`src/rtl/alu_byte_sequencer.sv`:
```
// Frames A, B, Op bytes from the RX stream into ALU operand registers, then returns the ALU result to TX.
// o_tx_start pulses two cycles after the Op strobe; bytes that arrive while a result is in flight are dropped and flagged.
module alu_byte_sequencer #(
    parameter int N_BITS         = 8,
    parameter int N_OP           = 6,
    parameter int TIMEOUT_CYCLES = 100000
) (
    input  logic              i_clk,
    input  logic              i_reset,
    input  logic [N_BITS-1:0] i_rx_data,
    input  logic              i_rx_valid,
    output logic [N_BITS-1:0] o_alu_a,
    output logic [N_BITS-1:0] o_alu_b,
    output logic [N_OP-1:0]   o_alu_op,
    input  logic [N_BITS-1:0] i_alu_result,
    output logic [N_BITS-1:0] o_tx_data,
    output logic              o_tx_start,
    input  logic              i_tx_done,
    output logic              o_bad_op,
    output logic              o_timeout,
    output logic              o_overrun
);

    localparam int                CNT_W    = $clog2(TIMEOUT_CYCLES);
    localparam logic [CNT_W-1:0] CNT_LAST = CNT_W'(TIMEOUT_CYCLES - 1);

    typedef enum logic [2:0] {
        S_WAIT_A,
        S_WAIT_B,
        S_WAIT_OP,
        S_EXEC,
        S_SEND,
        S_WAIT_DONE
    } state_t;

    state_t            state_q,    state_d;
    logic [N_BITS-1:0] alu_a_q,    alu_a_d;
    logic [N_BITS-1:0] alu_b_q,    alu_b_d;
    logic [N_OP-1:0]   alu_op_q,   alu_op_d;
    logic [N_BITS-1:0] tx_data_q,  tx_data_d;
    logic              tx_start_q, tx_start_d;
    logic              bad_op_q,   bad_op_d;
    logic              timeout_q,  timeout_d;
    logic              overrun_q,  overrun_d;
    logic [CNT_W-1:0]  cnt_q,      cnt_d;
    logic              cnt_expired;

    function automatic logic op_supported(input logic [N_OP-1:0] op);
        logic ok;
        ok = 1'b0;
        case (op)
            N_OP'(6'b100000), N_OP'(6'b100010), N_OP'(6'b100100), N_OP'(6'b100101),
            N_OP'(6'b100110), N_OP'(6'b000011), N_OP'(6'b000010), N_OP'(6'b100111): ok = 1'b1;
            default: ok = 1'b0;
        endcase
        return ok;
    endfunction

    assign cnt_expired = (cnt_q == CNT_LAST);

    always_comb begin
        state_d    = state_q;
        alu_a_d    = alu_a_q;
        alu_b_d    = alu_b_q;
        alu_op_d   = alu_op_q;
        tx_data_d  = tx_data_q;
        bad_op_d   = bad_op_q;
        tx_start_d = 1'b0;
        timeout_d  = 1'b0;
        overrun_d  = 1'b0;
        cnt_d      = '0;

        case (state_q)
            S_WAIT_A: begin
                if (i_rx_valid) begin
                    alu_a_d = i_rx_data;
                    state_d = S_WAIT_B;
                end
            end
            // A byte landing on the expiry cycle takes priority over the timeout.
            S_WAIT_B: begin
                if (i_rx_valid) begin
                    alu_b_d = i_rx_data;
                    state_d = S_WAIT_OP;
                end else if (cnt_expired) begin
                    timeout_d = 1'b1;
                    state_d   = S_WAIT_A;
                end else begin
                    cnt_d = cnt_q + CNT_W'(1);
                end
            end
            S_WAIT_OP: begin
                if (i_rx_valid) begin
                    alu_op_d = i_rx_data[N_OP-1:0];
                    state_d  = S_EXEC;
                end else if (cnt_expired) begin
                    timeout_d = 1'b1;
                    state_d   = S_WAIT_A;
                end else begin
                    cnt_d = cnt_q + CNT_W'(1);
                end
            end
            // Registering tx_start here makes it high for exactly the SEND cycle.
            S_EXEC: begin
                tx_data_d  = i_alu_result;
                bad_op_d   = !op_supported(alu_op_q);
                tx_start_d = 1'b1;
                overrun_d  = i_rx_valid;
                state_d    = S_SEND;
            end
            S_SEND: begin
                overrun_d = i_rx_valid;
                state_d   = S_WAIT_DONE;
            end
            S_WAIT_DONE: begin
                overrun_d = i_rx_valid;
                if (i_tx_done) begin
                    state_d = S_WAIT_A;
                end
            end
            default: begin
                state_d = S_WAIT_A;
            end
        endcase
    end

    always_ff @(posedge i_clk) begin
        if (i_reset) begin
            state_q    <= S_WAIT_A;
            alu_a_q    <= '0;
            alu_b_q    <= '0;
            alu_op_q   <= '0;
            tx_data_q  <= '0;
            tx_start_q <= 1'b0;
            bad_op_q   <= 1'b0;
            timeout_q  <= 1'b0;
            overrun_q  <= 1'b0;
            cnt_q      <= '0;
        end else begin
            state_q    <= state_d;
            alu_a_q    <= alu_a_d;
            alu_b_q    <= alu_b_d;
            alu_op_q   <= alu_op_d;
            tx_data_q  <= tx_data_d;
            tx_start_q <= tx_start_d;
            bad_op_q   <= bad_op_d;
            timeout_q  <= timeout_d;
            overrun_q  <= overrun_d;
            cnt_q      <= cnt_d;
        end
    end

    assign o_alu_a    = alu_a_q;
    assign o_alu_b    = alu_b_q;
    assign o_alu_op   = alu_op_q;
    assign o_tx_data  = tx_data_q;
    assign o_tx_start = tx_start_q;
    assign o_bad_op   = bad_op_q;
    assign o_timeout  = timeout_q;
    assign o_overrun  = overrun_q;

endmodule

```
`config.mk`:
```
export PLATFORM = sky130hd
export DESIGN_NAME = alu_byte_sequencer
export DESIGN_NICKNAME = d
export VERILOG_FILES = /design/src/rtl/alu_byte_sequencer.sv
export SDC_FILE = /design/constraint.sdc
export NUM_CORES = 1
export LEC_CHECK = 0
export BUFFER_PORTS_ARGS = -buffer_cell sky130_fd_sc_hd__buf_2
export CELL_PAD_IN_SITES_DETAIL_PLACEMENT = 1
export CELL_PAD_IN_SITES_GLOBAL_PLACEMENT = 2
export CORE_AREA = 2 2 65 113
export DETAILED_ROUTE_END_ITERATION = 6
export DIE_AREA = 0 0 67 115
export PLACE_DENSITY = 0.93
export SETUP_SLACK_MARGIN = 0.05
export SYNTH_ARGS = -nofsm -noshare
export SYNTH_HDL_FRONTEND = slang
export SYNTH_SLANG_ARGS = --single-unit
export TNS_END_PERCENT = 30
```
`constraint.sdc`:
```
create_clock -name i_clk -period 2.5 [get_ports i_clk]
set_input_delay 0.25 -clock i_clk [delete_from_list [all_inputs] [get_ports i_clk]]
set_output_delay 0.25 -clock i_clk [all_outputs]
set_load 0.02 [all_outputs]
```
# Word-level counts from Yosys, hierarchy flattened
# Cells that the tools add are included.
[classes]
n_eq_ne = 16
bitwise = 2
n_reduce_logical = 12
muxes = 10
add_sub_neg = 1
[op_table]
columns = ["operator", "n"]
rows = [
  ["$eq 6x6->1 const B", 6],
  ["$pmux 3 s6", 1],
  ["$add 17x1->17 const B", 1],
  ["$eq 17x17->1 const B", 1],
  ["$mux 3", 5],
  ["$eq 6x2->1 const B", 2],
  ["$reduce_and 2->1", 4],
  ["$reduce_or 8->1", 1],
  ["$eq 3x2->1 const B", 2],
  ["$eq 3x3->1 const B", 2],
  ["$reduce_or 3->1", 2],
  ["$mux 1", 4],
  ["$ne 2x2->1 const B", 2],
  ["$reduce_or 2->1", 2],
  ["$reduce_or 4->1", 1],
  ["$eq 3x1->1 const B", 1],
  ["$logic_not 3->1", 1],
  ["$not 1->1", 2],
  ["$logic_not 1->1", 1],
]
[totals]
word_cells = 51
reg_bits = 54
in_bits = 20
out_inout_bits = 34

# Depth between registers and ports, before layout
[depth]
depth_word = 5
ltp_mapped = 7

# Worst setup path before layout
# OpenSTA, ideal clock, no wires.
[synth_path]
kind = "reg2reg"
startpoint = "register state_q[2]"
endpoint = "register cnt_q[13]"
path_stages_with_launch = 7
arrival_ns = 1.431
path_slack_ns = 1.005
path_cell_list = "dfxtp_1 -> buf_2 -> or4_1 -> nand2b_1 -> buf_6 -> buf_8 -> nor2_1"
[synth_between]
elab_chain_len = 4
word_cells_on_any_way = 5
cone_classes = "eq/ne: 2; bitwise: 1; reduce/logical: 2"
[synth_rtl]
columns = ["item", "line_no", "source"]
rows = [
  ["start: declaration", "36", "state_t state_q, state_d;"],
  ["start signal: assignment", "140", "state_q <= state_d;"],
  ["$eq 3x2->1 or $eq 3x1->1 (tied branches)", "73", "case (state_q)"],
  ["$reduce_or 2->1 (no line) (*)", "--", ""],
  ["$not 1->1 (no line) (*)", "--", ""],
  ["$reduce_or 4->1 (no line) (*)", "--", ""],
  ["end signal: assignment", "149", "cnt_q <= cnt_d;"],
  ["end: declaration", "45", "logic [CNT_W-1:0] cnt_q, cnt_d;"],
]
# Mark *: on every way between the ends. The rest lies on a longest branch, timed or not.
# A chain may end at the register's enable or synchronous reset.

# Worst setup path after layout
[layout_path]
startpoint = "register cnt_q[0]"
endpoint = "register cnt_q[10]"
[layout_between]
elab_chain_len = 2
word_cells_on_any_way = 3
cone_classes = "add/sub: 1; eq/ne: 1; reduce/logical: 1"
[layout_rtl]
columns = ["item"]
rows = [
  ["parallel branches: the longest is 2 deep, another holds $add 17x1->17"],
]
# Several ways; the timed one is not identified.

==> results.toml <==
[clocking]
ctsHtreeMaxLevel = 2
cts-root-buf = "clkbuf_16"
numCtsBuffers = 5
postCtsSetupBuffers = 0
insertion_delay_ns = 0.30
post_cts_resized = 0
cts_sinks = 54
clk_pin_slew_worst_paths_ns = 0.07
clockBufferDepth = 2
holdBufCountCts = 0
cts_tree = "built"

[grt]
grt_max_degree = 37
grt-ovfl-total = 0
grt_pass1_vias = 1979
grt_use_total_pct = 16.15
grt_antenna_before_repair = 0
grt_pass1_wl_um = 9404

[sta]
setup_viol = 0
maxSlewHeadroom_pct = 51.21
setup_slack_ns = 0.6407
timing.fmax_mhz = 537.8
rsz0062_at_grt = "false"
clock_skew_ns = 0.009438
period_share_pct = 74.37
worst_slew_pin_slew_ns = 0.7287
finalSetupTns_ns = 0
period_needed_ns = 1.859
hold_violations = 0
slew_viol_final = 0

[power_and_ir_drop]
internal_power_mw = 1.313
leakage_nw = 0.9910
switching_share_pct = 25.30
power.density_nw_per_um2 = 674.6
p_clk_share_pct = 40.1
power_frac_seq_pct = 51.3
ir_worst_vdd_mv = 0.5202
combPwrFrac_pct = 8.6
netSwitchingPower_mw = 0.4446
power_mw = 1.757

[critical_path]
cp-startpoint = "cnt_q[0]"
critical-path-max-stage-delay_ns = 0.52
reg2reg_depth = 5
crit_family = "simple AND/OR/NAND/NOR gates"
cp.depth = 5
timing.rr.end = "cnt_q[10]"
arrival_ns = 2.02
r2r_slack_ns = 0.64
setup.worst_path.end = "cnt_q[10]"
crit_chain = "ha_1 -> and4_1 -> nand4_1 -> nand2b_1 -> nor2_1"
crit_path_top_delay_cell = "nand2b_1"
path_buf_inv = 0
critPathRequiredTime_ns = 2.66
crit_type = "register to register"
r2r_start = "cnt_q[0]"
start_kind = "register"
worstPathMaxFanout = 17
endpoint_kind = "register"

[yosys]
netlist_top_cells_count = "54 x dfxtp_1, 51 x nand2_1, 30 x a21oi_1"
syn_area_um2 = 2176
synthDistinctLibCells = 36
yosysMostFrequentCell = "dfxtp_1"
avgSynthCellArea_um2 = 8.634
async_reset_ff_share_pct = 0
synthCells = 252
synth-main-ff-cell = "dfxtp_1"
ys_ff_latch = 54
syn_nets = 273
yosys.area.top_type = "dfxtp_1"
synth_edf_count = 0
synth.area.top_cells = "dfxtp_1 50%, nand2_1 8.8%, a21oi_1 6.9%"
synth.top_cell.area_share_pct = 49.68
yosys_warnings = 0
yosysSeqAreaShare_pct = 49.68

[cells_and_area]
nFillCells = 862
syn2layout_area_growth_pct = 19.72
antenna_cells = 0
final_nets = 319
stdcell_area_um2 = 2605
multiInputGateArea_um2 = 985.9
layout.cells.non_filler = 383
seqCellArea_um2 = 1081
drive_gt1_share_pct = 21.40

[placement]
gp_congestion = 0.8292
place_area_um2 = 2460
portBuffers = 53
dpl.hpwl_um = 4212
place_ws_ns = 0.6104
place_inst = 375

[floorplanning]
core_area_um2 = 6807
die_area_um2 = 7705
core.rowCount = 40
ios = 54
die_x_um = 67
initial_core_util_pct = 31.97
die_y_um = 115

[job]
cap_violations = 0

[drt]
drc_errors = 0
vias = 1897
drt-initial-drc-count = 64
via_per_inst = 4.953
dr.pass1.iters = 4
drtAntennaViolNets = 0
wl_um = 5669
wl_per_cell_um = 14.80

[outcome]
status = "completed"

[hold_path]
hp-class = "input pin to register"
sequential cells by signal, summed over array words and instances (netlist names):
register    count
o_alu_op        6
o_tx_start      1
cnt_q          17
o_timeout       1
o_bad_op        1
o_overrun       1
o_tx_data       8
o_alu_a         8
state_q         3
o_alu_b         8
layout by cell type (no fill, tap or decap), types with 6 or more instances in the layout:
cell type / netlist / final
xor2_1: 8 / 8
xnor2_1: 6 / 6
nor2_1: 26 / 26
nand2_1: 51 / 51
dfxtp_1: 54 / 54
buf_2: 3 / 53
nand4_1: 8 / 8
mux2i_1: 6 / 6
nand3_1: 9 / 9
a21oi_1: 30 / 30
power groups by stage:
stage,clock [mW],sequential [mW],combinational (mW)
final,0.704,0.902,0.151
after global routing,0.764,0.905,0.169
after CTS,0.735,0.902,0.155
after detailed placement,0,0.922,0.154
after global placement,0,0.921,0.151
after floorplan,0,0.941,0.0843
metrics by stage:
stage	utilization, %	hold WS [ns]
global route	38.27	0.2003
finish	38.27	0.1881
global placement	36.14	0.4391
detailed placement	36.14	0.4457
floorplan	-	0.3860
CTS	38.27	0.1789
how the worst min path moves through the flow:
stage | slack (ns) | depth (start not counted) | start | end
5_1_grt | 0.20 | 3 | i_alu_result[7] | o_tx_data[7]
4_1_cts | 0.18 | 3 | i_alu_result[7] | o_tx_data[7]
3_5_place_dp | 0.45 | 2 | o_alu_a[3] | o_alu_a[3]
3_3_place_gp | 0.44 | 2 | o_alu_a[0] | o_alu_a[0]
2_1_floorplan | 0.39 | 2 | i_rx_data[0] | o_alu_a[0]
6_report | 0.19 | 3 | i_alu_result[7] | o_tx_data[7]
layer usage:
layer / part of all wire [%] / global-route usage (%) / vias to the layer above
met5: 0 / 0 / -
met1: 39 / 17.52 / 892
met2: 54 / 28.45 / 48
met3: 4.4 / 4.305 / 10
met4: 2.2 / 7.347 / 0
li1: - / - / 947
worst min-delay path: cells and delay by family:
kind                   cells  cell delay (ns)
buffers and inverters      1             0.10
AOI/OAI and AO/OA          1             0.05
and+or+nand+nor            1             0.04
kinds of logic after synthesis:
logic type / count (synthesis) / synth area share, %
simple gates: 120 / 26.51
flops: 54 / 49.68
compound gates: 38 / 9.833
buf+inv: 19 / 5.002
xor+xnor: 14 / 5.636
mux: 6 / 2.760
fa+ha+maj: 1 / 0.5750
layout make-up:
| cell class | count | area share (%) |
|---|---|---|
| repair buffers | 54 | 10.47 |
| inverters | 4 | 0.5764 |
| well taps | 84 | 4.035 |
| clock buffers | 6 | 4.947 |
| multi-input cells | 179 | 37.85 |
| clock inverters | 2 | 0.6244 |
| flip-flops and latches | 54 | 41.50 |
(Power assumes the default switching activity.)
